### config.mk
export PLATFORM = sky130hd
export DESIGN_NAME = ecc_syndrome_check
export DESIGN_NICKNAME = d
export VERILOG_FILES = /design/src/rtl/ecc_pkg.sv /design/src/rtl/ecc_err_counter.sv /design/src/rtl/ecc_syndrome_check.sv
export SDC_FILE = /design/constraint.sdc
export NUM_CORES = 1
export LEC_CHECK = 0
export ABC_AREA = 1
export CAP_MARGIN = 15
export CORE_MARGIN = 1.5
export CORE_UTILIZATION = 56
export CTS_CLUSTER_DIAMETER = 150
export DETAILED_ROUTE_END_ITERATION = 10
export GPL_TIMING_DRIVEN = 0
export PLACE_DENSITY = 0.93
export SLEW_MARGIN = 20
export SYNTH_ARGS = -nofsm -noshare
export SYNTH_HDL_FRONTEND = slang
export SYNTH_SLANG_ARGS = --single-unit
### constraint.sdc
create_clock -name clk -period 3.8 [get_ports clk]
set_input_delay 0.57 -clock clk [delete_from_list [all_inputs] [get_ports clk]]
set_output_delay 0.57 -clock clk [all_outputs]
set_load 0.005 [all_outputs]
### src/rtl/ecc_pkg.sv
// ecc_pkg: shared SECDED constants and H-matrix helpers for the syndrome and correction stages
package ecc_pkg;

    localparam logic [1:0] MODE_SMALL  = 2'b00;
    localparam logic [1:0] MODE_MEDIUM = 2'b01;
    localparam logic [1:0] MODE_LARGE  = 2'b10;

    localparam logic [1:0] NOF_NONE   = 2'b00;
    localparam logic [1:0] NOF_SINGLE = 2'b01;
    localparam logic [1:0] NOF_DOUBLE = 2'b10;

    // Column of the H matrix for codeword bit idx: check bits are powers of two,
    // the overall parity bit has no syndrome weight, data bits take the remaining
    // non-zero non-power-of-two values in ascending order.
    function automatic logic [4:0] h_col(input int idx);
        logic [4:0] r;
        int n;
        r = '0;
        n = 6;
        if (idx < 5) begin
            r = 5'(1 << idx);
        end else if (idx > 5) begin
            for (int v = 3; v < 32; v++) begin
                if ((v & (v - 1)) != 0) begin
                    if (n == idx) r = 5'(v);
                    n++;
                end
            end
        end
        return r;
    endfunction

    // Bits that belong to the codeword for a given size mode; 11 behaves as large.
    function automatic logic [31:0] mode_mask(input logic [1:0] mode);
        return (mode == MODE_SMALL)  ? 32'h0000_3FFF :
               (mode == MODE_MEDIUM) ? 32'h003F_FFFF : 32'hFFFF_FFFF;
    endfunction

endpackage

### src/rtl/ecc_err_counter.sv
// ecc_err_counter: saturating event counter with synchronous clear taking priority over increment
module ecc_err_counter #(
    parameter int W = 16
) (
    input  logic         clk,
    input  logic         rst,
    input  logic         clr,
    input  logic         inc,
    output logic [W-1:0] cnt
);

    // Clear wins over increment; the count sticks at all-ones instead of wrapping.
    always_ff @(posedge clk) begin
        if (rst || clr) cnt <= '0;
        else if (inc && (cnt != '1)) cnt <= cnt + W'(1);
    end

endmodule

### src/rtl/ecc_syndrome_check.sv
// ecc_syndrome_check: masks a SECDED codeword, computes syndrome and error class, two-stage valid/ready pipeline
module ecc_syndrome_check
    import ecc_pkg::*;
#(
    parameter int AMBA_WORD = 32,
    parameter int CNT_WIDTH = 16
) (
    input  logic                 clk,
    input  logic                 rst,
    input  logic                 in_valid,
    output logic                 in_ready,
    input  logic [AMBA_WORD-1:0] in_data,
    input  logic [1:0]           in_mode,
    output logic                 out_valid,
    input  logic                 out_ready,
    output logic [AMBA_WORD-1:0] DATA_OUT,
    output logic [4:0]           S,
    output logic [1:0]           NOF,
    output logic                 Small,
    output logic                 Medium,
    output logic [CNT_WIDTH-1:0] cnt_corr,
    output logic [CNT_WIDTH-1:0] cnt_uncorr,
    input  logic                 cnt_clr
);

    logic                 v1, v2;
    logic [AMBA_WORD-1:0] d1;
    logic [1:0]           m1;
    logic                 adv1, adv2;
    logic [4:0]           syn;
    logic                 par;
    logic [1:0]           nof_c;
    logic                 xfer;

    assign adv2      = !v2 || out_ready;
    assign adv1      = !v1 || adv2;
    assign in_ready  = !rst && adv1;
    assign out_valid = v2;
    assign xfer      = v2 && out_ready;

    // Stage 1: capture the masked codeword and its mode.
    always_ff @(posedge clk) begin
        if (rst) begin
            v1 <= 1'b0;
            d1 <= '0;
            m1 <= MODE_SMALL;
        end else if (adv1) begin
            v1 <= in_valid;
            if (in_valid) begin
                d1 <= in_data & mode_mask(in_mode);
                m1 <= in_mode;
            end
        end
    end

    // Syndrome and overall parity of the stage-1 word.
    always_comb begin
        syn = '0;
        par = 1'b0;
        for (int i = 0; i < AMBA_WORD; i++) begin
            syn ^= d1[i] ? h_col(i) : 5'd0;
            par ^= d1[i];
        end
        nof_c = par ? NOF_SINGLE : ((syn != 5'd0) ? NOF_DOUBLE : NOF_NONE);
    end

    // Stage 2: register results for the correction stage; holds while stalled.
    always_ff @(posedge clk) begin
        if (rst) begin
            v2       <= 1'b0;
            DATA_OUT <= '0;
            S        <= '0;
            NOF      <= NOF_NONE;
            Small    <= 1'b0;
            Medium   <= 1'b0;
        end else if (adv2) begin
            v2 <= v1;
            if (v1) begin
                DATA_OUT <= d1;
                S        <= syn;
                NOF      <= nof_c;
                Small    <= (m1 == MODE_SMALL);
                Medium   <= (m1 == MODE_MEDIUM);
            end
        end
    end

    ecc_err_counter #(.W(CNT_WIDTH)) u_corr (
        .clk (clk),
        .rst (rst),
        .clr (cnt_clr),
        .inc (xfer && (NOF == NOF_SINGLE)),
        .cnt (cnt_corr)
    );

    ecc_err_counter #(.W(CNT_WIDTH)) u_uncorr (
        .clk (clk),
        .rst (rst),
        .clr (cnt_clr),
        .inc (xfer && (NOF == NOF_DOUBLE)),
        .cnt (cnt_uncorr)
    );

endmodule

==> results of run 1 <==
-- through the flow --
stage	hold slack (ps)	setup slack (ps)	power, uW	instance area [um2]	instances
floorplan	445	2190	1650	5880	921
global placement	456	980	1850	7180	1170
detailed placement	470	975	1870	7180	1170
CTS	486	957	2550	7370	1186
global route	512	819	2690	7370	1186
finish	489	950	2560	7370	1186
-- final timing paths --
check | endpoint | slack [ps] | cells after the start
max | in_ready | 950 | 6
max reg2reg | u_corr.cnt[13]$_SDFFE_PP0P_ | 1860 | 11
min reg2reg | m1[1]$_SDFFE_PP0P_ | 490 | 2
min | m1[1]$_SDFFE_PP0P_ | 490 | 2
-- registers in the layout, summed over array words and instances, names as in the netlist, 2 cells and up --
name / cells
S: 5
u_corr.cnt: 16
d1: 32
u_uncorr.cnt: 16
NOF: 2
m1: 2
DATA_OUT: 32
-- cell families (layout without fill, tap and decap cells) --
logic type / after synthesis / after routing / share of synthesized area (%)
flops: 109 / 109 / 37.1
buf+inv: 149 / 278 / 10.5
simple gates: 459 / 459 / 32.9
compound gates: 183 / 183 / 16.2
fa+ha+maj: 2 / 2 / 0.426
xor+xnor: 19 / 19 / 2.83
-- where the power goes --
part | internal (uW) | total (uW) | switching (uW)
clock | 270 | 704 | 434
combinational | 258 | 614 | 356
sequential | 1200 | 1240 | 46.4
total | 1730 | 2560 | 837
-- placed cells by master, fill, tap and decap left out, types with 2 or more instances in the layout --
| cell type | instances |
|---|---|
| sky130_fd_sc_hd__inv_6 | 2 |
| sky130_fd_sc_hd__nor2_2 | 5 |
| sky130_fd_sc_hd__a31oi_1 | 2 |
| sky130_fd_sc_hd__buf_2 | 4 |
| sky130_fd_sc_hd__nand2_1 | 291 |
| sky130_fd_sc_hd__a211oi_1 | 10 |
| sky130_fd_sc_hd__buf_4 | 4 |
| sky130_fd_sc_hd__ha_1 | 2 |
| sky130_fd_sc_hd__a21oi_1 | 95 |
| sky130_fd_sc_hd__nor2_1 | 64 |
| sky130_fd_sc_hd__xnor2_1 | 13 |
| sky130_fd_sc_hd__o21ai_0 | 73 |
| sky130_fd_sc_hd__buf_1 | 2 |
| sky130_fd_sc_hd__clkdlybuf4s50_1 | 113 |
| sky130_fd_sc_hd__nor3_1 | 10 |
| sky130_fd_sc_hd__inv_4 | 2 |
| sky130_fd_sc_hd__nand2_2 | 12 |
| sky130_fd_sc_hd__nand3b_1 | 2 |
| sky130_fd_sc_hd__inv_8 | 2 |
| sky130_fd_sc_hd__clkinv_2 | 3 |
| sky130_fd_sc_hd__inv_1 | 95 |
| sky130_fd_sc_hd__dfxtp_1 | 109 |
| sky130_fd_sc_hd__nand3_1 | 56 |
| sky130_fd_sc_hd__nand3_2 | 2 |
| sky130_fd_sc_hd__nor3b_1 | 2 |
| sky130_fd_sc_hd__nand4_1 | 9 |
| sky130_fd_sc_hd__nor3_2 | 3 |
| sky130_fd_sc_hd__inv_2 | 13 |
| sky130_fd_sc_hd__clkbuf_8 | 10 |
| sky130_fd_sc_hd__xor2_1 | 6 |
| sky130_fd_sc_hd__buf_6 | 4 |
| sky130_fd_sc_hd__clkbuf_1 | 21 |
-- per-layer routing --
layer	part of all wire, %	wire length (um)	track usage (%)	vias up
met5	0	0	0	-
met4	3.8	612	15.1	0
met3	6.4	1040	3.65	47
met2	47	7650	48.1	240
met1	43	6920	37.6	2846
li1	-	-	-	3193
-- worst max-delay path, cell delays in order --
cell and delay [ps]:
sky130_fd_sc_hd__clkdlybuf4s50_1 460, sky130_fd_sc_hd__inv_1 260, sky130_fd_sc_hd__buf_1 340, sky130_fd_sc_hd__nand2_1 100, sky130_fd_sc_hd__inv_1 60, sky130_fd_sc_hd__clkdlybuf4s50_1 490
-- final cells by class --
type	count	area, um2
Clock buffer	10	138
Buffer	36	186
Clock inverter	6	52.6
Timing Repair Buffer	113	1130
Tap cell	136	170
Multi-Input combinational cell	663	3080
Sequential cell	109	2180
Fill cell	854	2860
Inverter	113	432
==> parameters.txt, run 1 <==
Parameter                              Value

Timing
  Post-route fraction of the period consumed by the critical path    75.0%
  Measured slew at the worst slew-check pin    635 ps
  Final sum of negative setup slack    0 ps
  Count of pins over their slew limit    0
  Fmax achieved    0.351 GHz
  Unrepaired setup endpoints after global routing    no
  Endpoints failing setup    0
  Worst clock skew    20.1 ps
  Worst slew slack as a fraction of its limit    57.7%
  Period minus WS final    2850 ps
  Final number of hold-violating endpoints    0

Clock network
  CTS clock-pin slew for the worst setup and hold paths    110 ps
  Skew-Pair Late Insertion Delay    390 ps
  Clock Sink Count    109
  Post-CTS Setup Inserts    0
  Number of CTS-inserted buffers    9
  CTS root buffer    sky130_fd_sc_hd__clkbuf_8
  Post-CTS Resized    0
  Number of hold buffers added after cts    0
  Number of levels in the clock H-tree    3
  Clock tree buffer depth    2
  Clock tree from TritonCTS    built

GRT
  Global-route wire length before repair    26200 um
  Largest net degree at the start of global routing    20
  Initial antenna violation count    0
  Total track usage    29.2%
  Number of global-route vias before repair    5718
  Total overflow reported by the global router    0

Die
  Overall die width    105 um
  Chip Height    105 um
  IO Pins    114
  Initial standard-cell utilization of the core    57.4%
  Num rows    37
  Core outline area    10200 um2
  Area enclosed by the die boundary    11100 um2

Power and ir drop
  Largest vdd supply drop    0.225 mV
  Static Leak    0.00321 uW
  Power density over the cells    348 nW/um2

Final layout
  Fin util    72.0%
  Net count reported at finish    1086
  Area growth syn-to-layout    25.4%
  Fraction of layout instances using a drive strength above 1    6.76%
  Inserted Diodes    0

Drt
  Residual DRC    0
  Vias/cell    5.33
  DRT iter0 DRCs    420
  DRT antenna net count    0
  Vias after detailed routing    6326
  Final routed wirelength across all metal layers    16200 um
  Number of iterations in the first detailed-routing pass    5
  Final routed wire length divided by cell count    13.7 um

Critical path
  Arrival time of the worst setup path    2280 ps
  Endpoint class of the critical path    output port
  Critical setup path kind    primary input to output port
  Type of origin of the critical path    primary input
  Worst-path fanout max    10
  Required time worst endpoint    3230 ps
  Beginning of the worst register-to-register path    u_corr.cnt[0]$_SDFFE_PP0P_
  CP startpoint    rst

Logic synthesis
  Share of synthesized area occupied by flip-flops and latches    37.1%
  Leading cell type by number of instances after synthesis    sky130_fd_sc_hd__nand2_1
  Synth async-reset ratio    0%
  Total of flip-flops plus latches after synthesis    109
  Yosys Warn Count    0
  Area share of the largest cell type after synthesis    37.1%
  Cell area after synthesis    5880 um2
  Net count after synthesis    962
  Number of instances in the synthesized netlist    921
  Top cells by instance count after synthesis    sky130_fd_sc_hd__nand2_1, sky130_fd_sc_hd__dfxtp_1, sky130_fd_sc_hd__a21oi_1, sky130_fd_sc_hd__inv_1, sky130_fd_sc_hd__o21ai_0
  Average cell area after synthesis    6.38 um2
  Number of flops mapped to enable cells by yosys    0
  Top FF cell, synth    sky130_fd_sc_hd__dfxtp_1
  Main area contributors after synthesis    sky130_fd_sc_hd__dfxtp_1, sky130_fd_sc_hd__nand2_1, sky130_fd_sc_hd__a21oi_1
  Cell variety after synth    36
  Cell type with the largest total area after synthesis    sky130_fd_sc_hd__dfxtp_1

Outcome
  Run status    completed

Min path
  Hold WC Path Type    flop to flop
  Worst min-delay path startpoint    m1[1]$_SDFFE_PP0P_

Place
  GP Congestion    0.946
  Port Buffer Count    113
  Final HPWL DP    12600 um

Run
  Max Cap Violations    0
Note: power is estimated with default switching activity, not from simulation.
==> run 2: changes to the inputs <==
--- a/config.mk
+++ b/config.mk
@@ -8,11 +8,11 @@
 export ABC_AREA = 1
 export CAP_MARGIN = 15
 export CORE_MARGIN = 1.5
-export CORE_UTILIZATION = 56
+export CORE_UTILIZATION = 52
 export CTS_CLUSTER_DIAMETER = 150
 export DETAILED_ROUTE_END_ITERATION = 10
 export GPL_TIMING_DRIVEN = 0
-export PLACE_DENSITY = 0.93
+export PLACE_DENSITY = 0.88
 export SLEW_MARGIN = 20
 export SYNTH_ARGS = -nofsm -noshare
 export SYNTH_HDL_FRONTEND = slang
==> constraint.sdc (replaced) <==
create_clock -name clk -period 2.78 [get_ports clk]
set_input_delay 0.417 -clock clk [delete_from_list [all_inputs] [get_ports clk]]
set_output_delay 0.417 -clock clk [all_outputs]
set_load 0.005 [all_outputs]
==> run 2 against run 1 <==
  * Critical path depth did not move
  * Setup slack got worse by 820 ps
  * Power rose by 48%
  * Clock skew fell by 6.9 ps
  * Cell count rose by 0.34%
  * First-iteration DRC count rose by 40%
  * Flip-flop and latch count did not move
  * Highest routed layer unchanged
==> parameters.txt, run 2 (same netlist as run 1, synthesis figures left out) <==
Parameter                              Value

Critical path
  Worst-path fanout max    10 (unchanged)
  Beginning of the worst register-to-register path    u_corr.cnt[0]$_SDFFE_PP0P_
  Required time worst endpoint    2360 ps (-870 ps)
  Highest-delay cell along the critical path    sky130_fd_sc_hd__clkdlybuf4s50_1
  Sequence of cells on the critical path    clkdlybuf4s50_1 -> inv_1 -> buf_1 -> nand2_1 -> inv_1 -> clkdlybuf4s50_1
  CP startpoint    rst
  Critical setup path kind    primary input to output port
  Highest cell delay on the worst timing path    490 ps (about the same)
  Arrival time of the worst setup path    2230 ps (-50 ps)
  Endpoint class of the critical path    output port
  Type of origin of the critical path    primary input

GRT
  Initial antenna violation count    0 (unchanged)
  Number of global-route vias before repair    5713 (-0.087%)
  Largest net degree at the start of global routing    20 (unchanged)
  Global-route wire length before repair    26300 um (+0.34%)
  Total overflow reported by the global router    0 (unchanged)
  Total track usage    28.2% (-1.1 points)

Drt
  Vias after detailed routing    6363 (+0.58%)
  Vias/cell    5.35 (+0.25%)
  Final routed wirelength across all metal layers    16600 um (+2.2%)
  Residual DRC    0 (unchanged)
  Number of iterations in the first detailed-routing pass    5 (unchanged)
  Final routed wire length divided by cell count    13.9 um (+1.9%)
  DRT iter0 DRCs    589 (+40%)
  DRT antenna net count    0 (unchanged)

Timing
  Worst slew slack as a fraction of its limit    55.7% (-2.0 points)
  Fmax achieved    0.378 GHz
  Period minus WS final    2650 ps
  Endpoints failing setup    0 (unchanged)
  Count of pins over their slew limit    0 (unchanged)
  Final number of hold-violating endpoints    0 (unchanged)
  Worst clock skew    13.2 ps (-6.86 ps)
  Final sum of negative setup slack    0 ps (unchanged)
  Post-route fraction of the period consumed by the critical path    95.2%
  Unrepaired setup endpoints after global routing    no
  Measured slew at the worst slew-check pin    665 ps (+30.2 ps)

Place
  Port Buffer Count    113 (unchanged)
  GP Congestion    0.995 (+5.2%)
  Cell Area, Placed    7180 um2 (about the same)
  Final HPWL DP    12800 um (+2.3%)

Final layout
  Inserted Diodes    0 (unchanged)
  Number of fill cells    915 (+7.1%)
  Net count reported at finish    1086 (unchanged)
  Area growth syn-to-layout    27.1%
  Highest-count cells in the layout ignoring fill and taps    sky130_fd_sc_hd__nand2_1, sky130_fd_sc_hd__clkdlybuf4s50_1, sky130_fd_sc_hd__dfxtp_1, sky130_fd_sc_hd__inv_1, sky130_fd_sc_hd__a21oi_1
  Largest registers ranked by flip-flop count    DATA_OUT (32), d1 (32)
  Fraction of layout instances using a drive strength above 1    6.67% (-0.095 points)
  Most frequent standard cell in the layout excluding fill and tap cells    sky130_fd_sc_hd__nand2_1
  Fin util    68.3% (-3.7 points)
  Non-Filler Cell Area, Final    7470 um2 (+1.4%)

Clock network
  Skew-Pair Late Insertion Delay    350 ps (-40 ps)
  Clock tree from TritonCTS    built
  CTS clock-pin slew for the worst setup and hold paths    70 ps (-40 ps)
  Post-CTS Setup Inserts    0 (unchanged)
  Clock Sink Count    109 (unchanged)
  Number of levels in the clock H-tree    3 (unchanged)
  Number of CTS-inserted buffers    9 (unchanged)
  Clock tree buffer depth    2 (unchanged)
  Number of hold buffers added after cts    0 (unchanged)
  CTS root buffer    sky130_fd_sc_hd__clkbuf_16
  Post-CTS Resized    0 (unchanged)

Die
  Num rows    38 (+2.7%)
  Chip Height    109 um (+3.7%)
  IO Pins    114 (unchanged)
  Area enclosed by the die boundary    11900 um2 (+7.5%)
  Overall die width    109 um (+3.7%)
  Core outline area    10900 um2 (+6.9%)
  Initial standard-cell utilization of the core    53.7% (-3.7 points)

Outcome
  Run status    completed

Power and ir drop
  Static Leak    0.00325 uW (+1.4%)
  Power density over the cells    508 nW/um2 (+46%)
  Power consumption    3790 uW (+48%)
  Largest vdd supply drop    0.313 mV (+39%)

Min path
  Worst min-delay path startpoint    Small$_SDFFE_PP0P_
  Hold WC Path Type    flop to flop

Run
  Max Cap Violations    0 (unchanged)
-- run 2: cell count changes in the layout (fill, tap and decap cells not counted), sizes merged --
cell      delta
inv          -1
clkinv       +2
clkinvlp     -1
-- run 2: final timing paths --
path	cells after the start	slack (ps)	to
worst max-delay path	6	130	in_ready
worst min-delay path	2	470	Small$_SDFFE_PP0P_
worst max register to register	9	880	u_corr.cnt[14]$_SDFFE_PP0P_
worst min register to register	2	470	Small$_SDFFE_PP0P_
-- run 2: layout make-up --
cell class                 count  area [um2]  share of cell area, %
buffer                        36         186                   2.50
clock buffer                  10         229                   3.07
clock inverter                 6        56.3                  0.754
inverter                     113         432                   5.78
multi-input combinational    663        3080                   41.2
sequential                   109        2180                   29.2
tap                          140         175                   2.35
timing repair buffer         113        1130                   15.1
-- run 2: worst max-delay path: cells and delay by family --
family	cells	cell delay, ps
AND/OR/NAND/NOR	1	150
buffers and inverters	5	1660
-- run 2: layer usage --
layer / vias to the layer above / track usage, % / share of wire [%]
met5: - / 0 / 0
met2: 253 / 48.3 / 48
met4: 0 / 10.9 / 2.2
li1: 3190 / - / -
met1: 2889 / 36.5 / 43
met3: 31 / 2.96 / 7.0
-- run 2: stage by stage --
step | hold slack [ps] | std cells | setup slack (ps)
after global routing | 494 | 1190 | 43.9
final | 474 | 1190 | 134
after floorplan | 445 | 921 | 1180
after CTS | 476 | 1190 | 113
after detailed placement | 457 | 1174 | 122
after global placement | 452 | 1174 | 129
-- run 2: power by group --
group	internal [uW]	switching, uW	leakage, uW
sequential	1640	64.8	0.000892
combinational	352	493	0.00222
clock	627	617	0.000141
total	2620	1170	0.00325
==> run 3: changes to the inputs <==
--- a/config.mk
+++ b/config.mk
@@ -13,6 +13,7 @@
 export DETAILED_ROUTE_END_ITERATION = 10
 export GPL_TIMING_DRIVEN = 0
 export PLACE_DENSITY = 0.88
+export SKIP_LAST_GASP = 1
 export SLEW_MARGIN = 20
 export SYNTH_ARGS = -nofsm -noshare
 export SYNTH_HDL_FRONTEND = slang
==> constraint.sdc (replaced) <==
create_clock -name clk -period 3 [get_ports clk]
set_input_delay 0.45 -clock clk [delete_from_list [all_inputs] [get_ports clk]]
set_output_delay 0.45 -clock clk [all_outputs]
set_load 0.005 [all_outputs]
==> results of run 3 <==
Same layout as run 2 (identical final DEF). Status: completed.
Main changes from that run: setup slack after placement 122 ps -> 276 ps; setup slack after layout 134 ps -> 288 ps; register-to-register setup slack 880 ps -> 1100 ps; total power 3790 uW -> 3510 uW; worst IR drop on VDD 0.313 mV -> 0.290 mV
